## src/rtl/accel_sketch_sw_debounce.sv

```systemverilog
// Two-flop synchroniser plus independent per-bit debounce counters for the slide switches.
// A bit's clean level changes only after DEBOUNCE_CYCLES consecutive mismatching samples.
module accel_sketch_sw_debounce #(
    parameter int WIDTH           = 10,
    parameter int DEBOUNCE_CYCLES = 1000000
) (
    input  logic             clk,
    input  logic             reset_n,
    input  logic [WIDTH-1:0] sw_raw,
    output logic [WIDTH-1:0] sw_clean,
    output logic [WIDTH-1:0] sw_rise,
    output logic [WIDTH-1:0] sw_fall
);

    localparam int CNT_W = $clog2(DEBOUNCE_CYCLES + 1);
    localparam logic [CNT_W-1:0] CNT_LAST = CNT_W'(DEBOUNCE_CYCLES - 1);

    typedef enum logic {
        STABLE  = 1'b0,
        PENDING = 1'b1
    } state_t;

    logic [WIDTH-1:0] s1;
    logic [WIDTH-1:0] s2;
    logic [CNT_W-1:0] cnt     [WIDTH];
    logic [CNT_W-1:0] cnt_nxt [WIDTH];
    state_t           state   [WIDTH];
    logic [WIDTH-1:0] clean_nxt;
    logic [WIDTH-1:0] rise_nxt;
    logic [WIDTH-1:0] fall_nxt;

    // The counter doubles as the state register: a non-zero count means PENDING.
    always_comb begin
        for (int unsigned i = 0; i < WIDTH; i++) begin
            state[i] = (cnt[i] == '0) ? STABLE : PENDING;
        end
    end

    always_comb begin
        clean_nxt = sw_clean;
        rise_nxt  = '0;
        fall_nxt  = '0;
        for (int unsigned i = 0; i < WIDTH; i++) begin
            cnt_nxt[i] = '0;
            case (state[i])
                STABLE: begin
                    if (s2[i] != sw_clean[i]) begin
                        if (cnt[i] == CNT_LAST) begin
                            clean_nxt[i] = s2[i];
                            rise_nxt[i]  = s2[i];
                            fall_nxt[i]  = ~s2[i];
                        end else begin
                            cnt_nxt[i] = cnt[i] + CNT_W'(1);
                        end
                    end
                end
                PENDING: begin
                    if (s2[i] == sw_clean[i]) begin
                        cnt_nxt[i] = '0;
                    end else if (cnt[i] == CNT_LAST) begin
                        clean_nxt[i] = s2[i];
                        rise_nxt[i]  = s2[i];
                        fall_nxt[i]  = ~s2[i];
                    end else begin
                        cnt_nxt[i] = cnt[i] + CNT_W'(1);
                    end
                end
                default: cnt_nxt[i] = '0;
            endcase
        end
    end

    always_ff @(posedge clk or negedge reset_n) begin
        if (!reset_n) begin
            s1       <= '0;
            s2       <= '0;
            sw_clean <= '0;
            sw_rise  <= '0;
            sw_fall  <= '0;
            for (int unsigned i = 0; i < WIDTH; i++) begin
                cnt[i] <= '0;
            end
        end else begin
            s1       <= sw_raw;
            s2       <= s1;
            sw_clean <= clean_nxt;
            sw_rise  <= rise_nxt;
            sw_fall  <= fall_nxt;
            for (int unsigned i = 0; i < WIDTH; i++) begin
                cnt[i] <= cnt_nxt[i];
            end
        end
    end

endmodule

```

## config.mk

```make
export PLATFORM = sky130hd
export DESIGN_NAME = accel_sketch_sw_debounce
export DESIGN_NICKNAME = d
export VERILOG_FILES = /design/src/rtl/accel_sketch_sw_debounce.sv
export SDC_FILE = /design/constraint.sdc
export NUM_CORES = 1
export LEC_CHECK = 0
export CELL_PAD_IN_SITES_DETAIL_PLACEMENT = 1
export CELL_PAD_IN_SITES_GLOBAL_PLACEMENT = 2
export CORE_MARGIN = 2
export CORE_UTILIZATION = 25
export DETAILED_ROUTE_END_ITERATION = 6
export GPL_TIMING_DRIVEN = 1
export PLACE_DENSITY = 0.63
export SYNTH_ARGS = -nofsm -noshare
export SYNTH_HDL_FRONTEND = slang
export SYNTH_SLANG_ARGS = --single-unit
export TNS_END_PERCENT = 10
```

## constraint.sdc

```tcl
create_clock -name clk -period 6.15 [get_ports clk]
set_input_delay 1.23 -clock clk [delete_from_list [all_inputs] [get_ports clk]]
set_output_delay 1.23 -clock clk [all_outputs]
set_load 0.005 [all_outputs]
```

==> impl_metrics.json <==
{
  "worst_slew_pin_slew_ns": 0.855,
  "cp_cell_sequence": "clkdlybuf4s50_1",
  "synth_top_area_share_pct": 53.1,
  "r2r-end": "cnt[127]$_DFF_PN0_",
  "cts-hold-fix-buffers": 0,
  "die-area_um2": 48900,
  "clkLatencyLatePin_ns": 0.56,
  "cts_setup_buffers": 0,
  "netlist_area_um2": 11800,
  "r2r_setup_slack_ns": 3.66,
  "whs_path_depth": 0,
  "fin_total_pwr_w": 0.00378,
  "cp.required_ns": 4.92,
  "synth.most_common_cell": "dfrtp_1",
  "hold_viol": 0,
  "cpPeakStageDelay_ns": 0.55,
  "cp_num_buf_inv": 1,
  "fillers": 5227,
  "min_path_type": "flop to flop",
  "ys.flop_type": "dfrtp_1",
  "cts_resized": 0,
  "ys_seq_elements": 250,
  "ctsLongestPathBuffers": 3,
  "tns_ns": 0,
  "rsz0062_at_grt": "no",
  "ant_nets": 0,
  "cts_tree": "yes",
  "synth_common_cells": "dfrtp_1, nor2_1, xnor2_1, nand3_1, inv_1",
  "grt_pass1_vias": 8975,
  "r2r_cells": 4,
  "fp-row-count": 79,
  "overflow": 0,
  "slew_headroom_pct": 43.0,
  "instances_no_fill": 1845,
  "worstSetupEndpointType": "output port",
  "grt_usage_pct": 10.9,
  "via_per_inst": 4.64,
  "clk_pin_slew_ns": 0.06,
  "crit_slowest_cell": "clkdlybuf4s50_1",
  "synth_top_cell_by_area": "dfrtp_1",
  "dpl.hpwl_um": 16800,
  "drv_slew": 0,
  "hold_ws_ns": 0.348,
  "avgSynthCellArea_um2": 10.2,
  "startpoint_type": "flop",
  "cts_num_sinks": 250,
  "die_w_um": 221,
  "skew_ns": 0.00974,
  "cp_data_arrival_time_ns": 1.59,
  "fmax_mhz": 355,
  "wl_per_cell_um": 14.3,
  "antenna_found_initial": 0,
  "syn_to_final_growth_pct": 19.1,
  "root_buffer": "clkbuf_16",
  "power_density_nw_per_um2": 269,
  "r2r-start": "cnt[126]$_DFF_PN0_",
  "ys_types": 45,
  "period_share_pct": 45.8,
  "crit_fanout": 5,
  "synth-seq-area-share_pct": 53.1,
  "htree_levels": 1,
  "drc_errors": 0,
  "dr_total_vias": 8560,
  "grt_pass1_wl_um": 45600,
  "core_um2": 46600,
  "die_height_um": 221,
  "syn_inst": 1156,
  "synth_nets": 1188,
  "yosysWarnings": 0,
  "setup_viol": 0,
  "criticalPathCategory": "flop to output port",
  "final.min_clock_period_ns": 2.82,
  "drt_iter0_markers": 358,
  "place_inst": 1788,
  "antennaDiodeCount": 0,
  "max-vdd-ir-drop_mv": 0.177,
  "status": "finished clean",
  "wirelength_um": 26300,
  "synth.area.top_cells": "dfrtp_1, xnor2_1, nor2_1, xor2_1, nand3_1",
  "cp_top_family": "buffers and inverters",
  "nets": 1246,
  "place_congestion": 0.681,
  "synth-edff-count": 0,
  "io_buffers": 41,
  "ys_async_sr_fraction_pct": 100,
  "whs_endpoint": "s2[2]$_DFF_PN0_",
  "dr.pass1.iters": 4,
  "crit_cells": 1,
  "leakagePower_nw": 5.47,
  "layout-drive-gt1-share_pct": 7.19,
  "io_pins": 42,
  "maxCapViolations": 0,
  "setup_ws_ns": 3.33,
  "cts_buffers": 31,
  "hp-start": "s1[2]$_DFF_PN0_",
  "grt_max_degree": 143,
  "pre_cts_slack_ns": 3.48,
  "initial_core_util_pct": 25.3
}
## routing by layer
metal | GRT usage [%] | share of wire (%)
met1 | 14.5 | 48
met2 | 18.1 | 46
met3 | 1.81 | 3.3
met4 | 3.33 | 2.1
met5 | 0 | 0
## flip-flops by register name, summed over array words and instances, names as in the netlist
name and count:
cnt 200, sw_rise 10, sw_fall 10, s2 10, sw_clean 10, s1 10
## layout by cell type, fill, tap and decap left out, types with 6 or more instances in the layout
master / netlist / layout
ha_1: 20 / 20
clkbuf_8: 0 / 7
o31ai_1: 17 / 17
inv_1: 57 / 57
o21ai_0: 25 / 25
bufinv_16: 0 / 6
nor4_1: 31 / 31
dfrtp_1: 250 / 250
clkinv_2: 0 / 8
a21oi_1: 44 / 44
xor2_1: 43 / 43
clkbuf_16: 0 / 31
or4_1: 36 / 36
clkdlybuf4s50_1: 0 / 40
or3_1: 33 / 33
and3_1: 23 / 23
and2_1: 7 / 7
nand2_1: 49 / 49
nor2_1: 165 / 165
xnor2_1: 94 / 94
nor3b_1: 20 / 20
o221ai_1: 6 / 6
or4b_1: 6 / 6
nor3_1: 35 / 35
nand4_1: 35 / 35
nand3_1: 72 / 72
## how the worst max path moves through the flow
stage,end,startpoint,slack [ns]
detailed placement,sw_rise[8]$_DFF_PN0_,reset_n,3.48
floorplan,sw_clean[9]$_DFFE_PN0P_,cnt[12]$_DFF_PN0_,4.03
CTS,sw_clean[6],sw_clean[6]$_DFFE_PN0P_,3.28
finish,sw_clean[6],sw_clean[6]$_DFFE_PN0P_,3.33
global placement,cnt[113]$_DFF_PN0_,reset_n,3.48
global route,sw_clean[6],sw_clean[6]$_DFFE_PN0P_,3.25
## metrics by stage
stage | instance area (µm²) | util, %
6_report | 14000 | 30.2
5_1_grt | 14000 | 30.2
4_1_cts | 14000 | 30.2
3_5_place_dp | 12900 | 27.8
3_3_place_gp | 12900 | 27.8
2_1_floorplan | 11800 | -
## power by group
group / internal [W] / switching, W / total (W)
clock: 0.00125 / 0.000730 / 0.00198
combinational: 0.0000313 / 0.0000736 / 0.000105
sequential: 0.00167 / 0.0000273 / 0.00170
## cell type report
type | count | area [µm²] | share of cell area [%]
multi-input cells | 827 | 5220 | 37.2
clock buffers | 42 | 887 | 6.32
well taps | 607 | 759 | 5.41
repair buffers | 47 | 473 | 3.37
inverters | 57 | 214 | 1.52
clock inverters | 15 | 229 | 1.63
flip-flops and latches | 250 | 6260 | 44.6
## cells by family after synthesis
logic type                 Yosys count  share of synthesized area (%)
AOI/OAI and AO/OA                  108                           5.80
xor gates and xnor gates           137                           10.2
adders and majority gates           20                           2.12
buffers and inverters               79                           2.65
DFF                                250                           53.1
muxes                               15                           1.47
and+or+nand+nor                    547                           24.7
Power figures use the tool's default switching activity.
